## src/rtl/rob_pkg.sv

```systemverilog
// Shared ROB/RAT/PRF widths and helpers for the two-way out-of-order core.
package rob_pkg;

  localparam int unsigned SCALAR  = 2;
  localparam int unsigned RAT_IDX = 5;
  localparam int unsigned PRF_IDX = 6;
  localparam int unsigned ROB_SZ  = 32;
  localparam int unsigned ROB_IDX = 5;

  localparam logic [RAT_IDX-1:0] ZERO_REG = '0;

  function automatic int unsigned popcnt(input logic [SCALAR-1:0] v);
    int unsigned n;
    n = 0;
    for (int i = 0; i < SCALAR; i++) begin
      n += 32'(v[i]);
    end
    return n;
  endfunction

endpackage

```

## src/rtl/rob.sv

```systemverilog
// Reorder buffer: in-order allocation and commit of up to SCALAR ops per cycle,
// with flush on retirement of a mispredicted branch.
module rob
  import rob_pkg::*;
#(
  parameter int unsigned ROB_SZ  = rob_pkg::ROB_SZ,
  parameter int unsigned ROB_IDX = rob_pkg::ROB_IDX
) (
  input  logic                            clk,
  input  logic                            reset,
  input  logic [SCALAR-1:0]               dispatch,
  input  logic [SCALAR-1:0][RAT_IDX-1:0]  dispatch_dest_idx,
  input  logic [SCALAR-1:0][PRF_IDX-1:0]  dispatch_pdest_idx,
  output logic [SCALAR-1:0][ROB_IDX-1:0]  rob_idx_out,
  output logic [1:0]                      rob_avail,
  input  logic [SCALAR-1:0]               complete,
  input  logic [SCALAR-1:0][ROB_IDX-1:0]  complete_rob_idx,
  input  logic [SCALAR-1:0]               complete_mispred,
  output logic [SCALAR-1:0]               retire,
  output logic [SCALAR-1:0][RAT_IDX-1:0]  retire_dest_idx_out,
  output logic [SCALAR-1:0][PRF_IDX-1:0]  retire_pdest_idx_out,
  output logic                            flush
);

  typedef logic [ROB_IDX-1:0] idx_t;
  typedef logic [ROB_IDX:0]   cnt_t;

  idx_t head_q, head_d, tail_q, tail_d;
  cnt_t count_q, count_d;

  logic [ROB_SZ-1:0]              valid_q, valid_d;
  logic [ROB_SZ-1:0]              done_q, done_d;
  logic [ROB_SZ-1:0]              mispred_q, mispred_d;
  logic [ROB_SZ-1:0][RAT_IDX-1:0] dest_q, dest_d;
  logic [ROB_SZ-1:0][PRF_IDX-1:0] pdest_q, pdest_d;

  int unsigned n_disp;
  logic        accept;

  // Outputs depend only on registered state and the current dispatch mask.
  always_comb begin
    int unsigned free;
    int unsigned offset;
    idx_t        ridx;
    logic        ok;
    logic        r;
    free      = ROB_SZ - 32'(count_q);
    rob_avail = (free >= 2) ? 2'd2 : 2'(free);
    n_disp    = popcnt(dispatch);
    accept    = (n_disp <= 32'(rob_avail));

    offset = 0;
    for (int w = 0; w < SCALAR; w++) begin
      rob_idx_out[w] = tail_q + idx_t'(offset);
      if (dispatch[w]) offset++;
    end

    ok    = 1'b1;
    flush = 1'b0;
    ridx  = '0;
    for (int w = 0; w < SCALAR; w++) begin
      ridx                    = head_q + idx_t'(w);
      r                       = ok & valid_q[ridx] & done_q[ridx];
      retire[w]               = r;
      retire_dest_idx_out[w]  = r ? dest_q[ridx]  : '0;
      retire_pdest_idx_out[w] = r ? pdest_q[ridx] : '0;
      if (r && mispred_q[ridx]) flush = 1'b1;
      // A retiring mispredict blocks everything younger.
      ok = r & ~mispred_q[ridx];
    end
  end

  always_comb begin
    int unsigned n_ret;
    int unsigned n_acc;
    valid_d   = valid_q;
    done_d    = done_q;
    mispred_d = mispred_q;
    dest_d    = dest_q;
    pdest_d   = pdest_q;
    head_d    = head_q;
    tail_d    = tail_q;
    n_ret     = popcnt(retire);
    n_acc     = accept ? n_disp : 0;

    // Later ways overwrite earlier ones, so way1 wins on a shared index.
    for (int w = 0; w < SCALAR; w++) begin
      if (complete[w] && valid_q[complete_rob_idx[w]]) begin
        done_d[complete_rob_idx[w]]    = 1'b1;
        mispred_d[complete_rob_idx[w]] = complete_mispred[w];
      end
    end

    for (int w = 0; w < SCALAR; w++) begin
      if (retire[w]) valid_d[head_q + idx_t'(w)] = 1'b0;
    end
    head_d = head_q + idx_t'(n_ret);

    if (accept) begin
      for (int w = 0; w < SCALAR; w++) begin
        if (dispatch[w]) begin
          valid_d[rob_idx_out[w]]   = 1'b1;
          done_d[rob_idx_out[w]]    = 1'b0;
          mispred_d[rob_idx_out[w]] = 1'b0;
          dest_d[rob_idx_out[w]]    = dispatch_dest_idx[w];
          pdest_d[rob_idx_out[w]]   = dispatch_pdest_idx[w];
        end
      end
      tail_d = tail_q + idx_t'(n_disp);
    end
    count_d = cnt_t'(32'(count_q) + n_acc - n_ret);

    if (flush) begin
      valid_d = '0;
      head_d  = '0;
      tail_d  = '0;
      count_d = '0;
    end
  end

  always_ff @(posedge clk or negedge reset) begin
    if (!reset) begin
      head_q    <= '0;
      tail_q    <= '0;
      count_q   <= '0;
      valid_q   <= '0;
      done_q    <= '0;
      mispred_q <= '0;
      dest_q    <= '0;
      pdest_q   <= '0;
    end else begin
      head_q    <= head_d;
      tail_q    <= tail_d;
      count_q   <= count_d;
      valid_q   <= valid_d;
      done_q    <= done_d;
      mispred_q <= mispred_d;
      dest_q    <= dest_d;
      pdest_q   <= pdest_d;
    end
  end

endmodule

```

## config.mk

```make
export PLATFORM = sky130hd
export DESIGN_NAME = rob
export DESIGN_NICKNAME = d
export VERILOG_FILES = /design/src/rtl/rob_pkg.sv /design/src/rtl/rob.sv
export SDC_FILE = /design/constraint.sdc
export NUM_CORES = 2
export LEC_CHECK = 0
export ABC_CLOCK_PERIOD_IN_PS = 5600
export BUFFER_PORTS_ARGS = -buffer_cell sky130_fd_sc_hd__buf_4
export CELL_PAD_IN_SITES_DETAIL_PLACEMENT = 1
export CELL_PAD_IN_SITES_GLOBAL_PLACEMENT = 1
export CORE_MARGIN = 8
export CORE_UTILIZATION = 46
export DETAILED_ROUTE_END_ITERATION = 8
export GPL_TIMING_DRIVEN = 0
export PLACE_DENSITY_LB_ADDON = 0.1
export SYNTH_ARGS = -nofsm -noshare
export SYNTH_HDL_FRONTEND = slang
export SYNTH_SLANG_ARGS = --single-unit
```

## constraint.sdc

```tcl
create_clock -name clk -period 5.6 [get_ports clk]
set_input_delay 0 -clock clk [delete_from_list [all_inputs] [get_ports clk]]
set_output_delay 0 -clock clk [all_outputs]
set_load 0.01 [all_outputs]
```

# Yosys cells after proc, flatten, opt, wreduce, memory -nomap -nowiden

Cells that the tools add are included.

$add $sub $neg: 9
Magnitude comparators: 14
Mux-type cells: 88
Bitwise gates (word level): 19
Reduce and logical (&&, ||, !) cells: 11

Operators with widths:

| kind                                                               | count |
|---|---|
| two-way mux 32 bit                                                 | 19 |
| two-way mux 192 bit                                                | 3 |
| two-way mux 160 bit                                                | 3 |
| bitwise mux 192 bit                                                | 2 |
| bitwise mux 160 bit                                                | 2 |
| bitwise AND 32 bit                                                 | 6 |
| inverter 32 bit                                                    | 4 |
| OR 32 bit                                                          | 4 |
| bitwise mux 32 bit                                                 | 2 |
| binary-select mux 6 bit (select 5 bit)                             | 2 |
| demux 6 bit (select 5 bit)                                         | 2 |
| binary-select mux 5 bit (select 5 bit)                             | 2 |
| demux 5 bit (select 5 bit)                                         | 2 |
| two-way mux 5 bit                                                  | 9 |
| two-way mux 6 bit                                                  | 7 |
| binary-select mux 1 bit (select 5 bit)                             | 8 |
| < comparator 5 x 6 -> 1 bit, second input constant                 | 6 |
| greater-or-equal comparator 32 x 2 -> 1 bit, second input constant | 1 |
| demux 1 bit (select 5 bit)                                         | 6 |
| greater-or-equal comparator 5 x 1 -> 1 bit, second input constant  | 6 |
| two-way mux 1 bit                                                  | 17 |
| adder 5 x 2 -> 5 bit                                               | 2 |
| logical AND 1 bit                                                  | 10 |
| subtractor 6 x 6 -> 7 bit, first input constant                    | 1 |
| other kinds (10)                                                   | 15 |

Register bits: 464
Input port bits: 40
Output and inout bits: 37
Word-level logic and storage cells: 211

# Depth between registers and ports, before layout

Depth after elaboration: 16
Gate-level depth with buffers: 30

# Worst setup path before layout

OpenSTA, ideal clock, no wires.

Path type: reg-to-reg
Start: reg head_q[1]
End: reg count_q[5]
Library setup time: 118 ps
Arrival: 5443 ps
Setup slack: 38 ps
Stages on the path, launching flop included: 31
Buffers on the path: 11
Period minus slack after synthesis: 5562 ps
Path through: dfrtp_1 -> buf_6 -> buf_6 -> buf_6 -> buf_6 -> buf_4 -> buf_2 -> buf_2 -> inv_1 -> ha_1 -> buf_6 -> buf_6 -> nand3b_1 -> a31oi_1 -> o22ai_1 -> a311o_1 -> nor4b_4 -> buf_6 -> buf_6 -> ha_1 -> fa_1 -> inv_1 -> ha_1 -> a21o_1 -> a21oi_1 -> nor2_1 -> nor2_1 -> nor2_1 -> nor2_1 -> xor2_1 -> nor2_1

Word-level cells in the longest chain between the ends: 9
Elaborated cells on any way between the ends: 25

Ends and longest elaborated chain:

| element                                                        | RTL line                 | RTL |
|---|---|---|
| start: declaration                                             | rob.sv:28                | `idx_t head_q, head_d, tail_q, tail_d;` |
| start signal: assignment                                       | rob.sv:123               | `head_q <= '0;` |
| start signal: assignment                                       | rob.sv:132               | `head_q <= head_d;` |
| branches (longest 5 deep; another with adder 5 x 1 -> 5 bit)   | n/a                      |  |
| bitwise AND 1 bit (*)                                          | rob.sv:63                | `r = ok & valid_q[ridx] & done_q[ridx];` |
| via retire[1]                                                  | rob.sv:19                | `output logic [SCALAR-1:0] retire,` |
| adder 1 x 1 -> 2 bit or logical AND 1 bit (tied branches)      | rob_pkg.sv:16, rob.sv:67 |  |
| subtractor 6 x 2 -> 6 bit or two-way mux 1 bit (tied branches) | rob.sv:111, rob.sv:67    |  |
| two-way mux 6 bit (*)                                          | rob.sv:113               | `if (flush) begin` |
| via count_d[5]                                                 | rob.sv:29                | `cnt_t count_q, count_d;` |
| end signal: assignment                                         | rob.sv:134               | `count_q <= count_d;` |
| end: declaration                                               | rob.sv:29                |  |

Mark *: on every way through the listed nets, which the timed path passes. The select of a mux whose other input is x is not followed.
A chain may end at the register's enable or synchronous reset.

==> flow_summary_export.csv <==
group,metric,value,unit
setup_path,r2r-start,"head_q[1]$_DFF_PN0_",
logic_synthesis,synth.avg_cell_area,10.4,µm²
sta,period_needed,5.60,ns
layout,synthToLayoutAreaGrowth,13.5,%
cts,h-tree-depth,2,
run_status,status,"complete, but fails checks",
logic_synthesis,synthFlopType,"dfrtp_1",
die,dieArea,75700,µm²
setup_path,cp_num_buf_inv,11,
setup_path,crit_path_start_kind,"flip-flop",
logic_synthesis,synth_seq_cells,464,
sta,setup_viol,0,
detailed_routing,wl_per_cell,36.9,µm
detailed_routing,ant_nets,0,
cts,clk_pin_slew,0.06,ns
layout,final_common_cell,"dfrtp_1",
pwr,irDropWorstVdd,0.327,mV
grt,use_met3,0.0706,
setup_path,critPathLaunch,"head_q[1]$_DFF_PN0_",
sta,slew_headroom,-0.0409,
layout,fin_nets,3218,
grt,grt_pass1_wl,215000,µm
sta,max_freq,179,MHz
sta,skew,0.0363,ns
logic_synthesis,synth_cells,2982,
logic_synthesis,syn_nets,3051,
placement,dp_hpwl,114000,µm
grt,grt.overflow.total,0,
placement,io_buffers,74,
die,die_y,275,µm
layout,final_util,0.524,
layout,final_cell_mix,"dfrtp_1 (463), mux2i_1 (423), nor2_1 (316)",
die,fp.dieW,275,µm
grt,grtUsageMet2,0.621,
grt,grt_max_degree,119,
die,row_count,95,
die,initial_utilization,0.462,
setup_path,arrival,5.60,ns
logic_synthesis,synthTopCellsByArea,"dfrtp_1 (38%), mux4_2 (17%), mux2i_1 (14%)",
cts,clock_sinks,464,
cts,root_buffer,"clkbuf_16",
sta,worst_pin_slew,1.56,ns
setup_path,path_max_fanout,14,
logic_synthesis,async_reset_ff_frac,1.00,
layout,drive_gt1_frac,0.171,
die,core,66800,µm²
setup_path,cp-end-kind,"output pin",
detailed_routing,wirelength,150000,µm
setup_path,worstSetupPathType,"reg2out",
detailed_routing,drc,0,
pwr,p_per_area,667,nW/µm²
cts,cts_tree,"built",
logic_synthesis,yosysTopAreaCellShare,0.376,
sta,setup_tns,0,ns
placement,gp_congestion,1.01,
die,io_pins,77,
pwr,leakage,14.6,nW
grt,grt_use_total,0.395,
logic_synthesis,yosysTopAreaCell,"dfrtp_1",
setup_path,slowest_stage,"clkbuf_1",
detailed_routing,first_pass_iters,5,
setup_path,crit_chain,"buf_8 > buf_16 > buf_16 > buf_12 > inv_1 > ha_4 > buf_8 > buf_6 > buf_4 > buf_6 > clkbuf_1 > mux4_2 > mux4_2 > mux2i_1 > nor3_1 > buf_4",
logic_synthesis,synth.distinct_cells,76,
cts,clk_path_buf_depth,3,
logic_synthesis,ys_seq_area_frac,0.376,
run,drv_cap,1,
detailed_routing,vias_per_cell,6.95,
detailed_routing,num_vias,28300,
cts,clock_latency,0.65,ns
grt,antenna_found_initial,2,
sta,final-max-slew-violation-count,9,
setup_path,crit_family,"buffers and inverters",
grt,grt_pass1_vias,29700,
setup_path,cp.required,5.60,ns
logic_synthesis,synth_area,30900,µm²
grt,met1_usage,0.478,
logic_synthesis,synth_edf_count,0,
worst_hold_path,holdCritPathClass,"in2async",
grt,top_usage_layer,"met2",
detailed_routing,first_iter_violations,2878,
cts,cts_buffers,54,
sta,holdWs,-0.0413,ns
sta,hold_viol,8,
logic_synthesis,yosys_warnings,0,
run_status,violations,"negative hold slack, max-capacitance violations, max-slew violations",
setup_path,slowest_delay,0.91,ns
sta,fin_crit_sh,1.00,
## per-stage QoR
step / power (W) / area, µm² / cells / worst slack [ns]
final: 0.0234 / 35000 / 4064 / 0.00132
after global routing: 0.0242 / 35000 / 4063 / -0.0651
after CTS: 0.0230 / 35000 / 4060 / 0.0200
after detailed placement: 0.0189 / 32600 / 3933 / -1.60
after global placement: 0.0184 / 32500 / 3929 / -1.59
after floorplan: 0.0139 / 30900 / 2982 / 0.0384
## report_power, final
part	internal [W]	switching (W)	leakage [nW]	total [W]
Sequential	0.00494	0.00156	5.73	0.00650
Clock	0.00228	0.00161	0.927	0.00388
Combinational	0.00546	0.00754	7.97	0.0130
Total	0.0127	0.0107	14.6	0.0234
## flip-flops by register name, summed over array words and instances (netlist names)
name,cells
pdest_q,192
dest_q,160
done_q,32
mispred_q,32
valid_q,32
count_q,6
head_q,5
tail_q,5
## worst register-to-register path: stages (launching register included)
cell	delay, ns
dfrtp_2	0.41
buf_8	0.20
buf_16	0.19
buf_16	0.22
buf_12	0.20
inv_1	0.15
ha_4	0.34
buf_8	0.19
buf_6	0.19
nand3_1	0.12
a31oi_2	0.24
o22ai_1	0.11
a311o_1	0.43
nor4b_4	0.40
buf_8	0.17
ha_2	0.21
fa_1	0.42
inv_1	0.10
ha_1	0.23
a21o_1	0.17
a21oi_2	0.17
nor2_1	0.06
nor2_1	0.08
nor2_1	0.05
nor2_1	0.10
xor2_1	0.15
nor2_1	0.06
## path summary, 6_finish.rpt
path / endpoint / slack (ns) / depth (start not counted)
max in group asynchronous: pdest_q[1]$_DFFE_PN0N_ / 4.05 / 4
min reg2reg: dest_q[119]$_DFFE_PN0N_ / 0.50 / 2
max reg2reg: count_q[5]$_DFF_PN0_ / 0.15 / 26
min in group clk: done_q[2]$_DFF_PN0_ / 0.05 / 4
max: retire_dest_idx_out[6] / 0.001 / 16
min: count_q[1]$_DFF_PN0_ / -0.04 / 2
## cells in the mapped netlist, types with 25 or more instances
cell type	number
inv_1	27
nand2_1	293
o21ai_0	249
o22ai_1	55
nor3_1	55
nor2_1	317
a21oi_1	199
ha_1	25
mux4_2	235
nand3_1	42
mux2i_1	423
clkbuf_1	190
buf_2	36
buf_1	39
dfrtp_1	464
## per-layer routing
metal / part of all wire / vias to the layer above
li1: - / 11400
met1: 0.37 / 14800
met2: 0.46 / 1589
met3: 0.074 / 482
met4: 0.094 / 2
met5: 0.000087 / -
## layout make-up
class                   count  area [µm²]
repair buffers            115        1090
flip-flops and latches    464       11600
fillers                  7301       31800
multi-input cells        2190       17900
well taps                 873        1090
clock buffers              84        1680
clock inverters            13         214
inverters                  27         101
plain buffers             297        1400
diodes                      1        2.50
## kinds of logic after synthesis
kind of cell             count (synthesis)  share of synthesized area
AO/OA/AOI/OAI                          650                      0.127
buffers and inverters                  328                     0.0475
XOR/XNOR                                23                    0.00725
AND/OR/NAND/NOR                        820                      0.117
flip-flops                             464                      0.376
adder cells (fa/ha/maj)                 29                     0.0127
multiplexers                           668                      0.312
## timing repair
| action | 4_1_cts | 5_1_grt |
|---|---|---|
| pin swaps | 3 | 3 |
| setup buffers | 3 | 3 |
| hold buffers | 28 | 0 |
| endpoints found under the hold margin | 148 | 0 |
| cloned | 2 | 1 |
| gates resized for setup | 20 | 9 |
| endpoints found under the setup margin | 61 | 13 |
(Power assumes the default switching activity.)
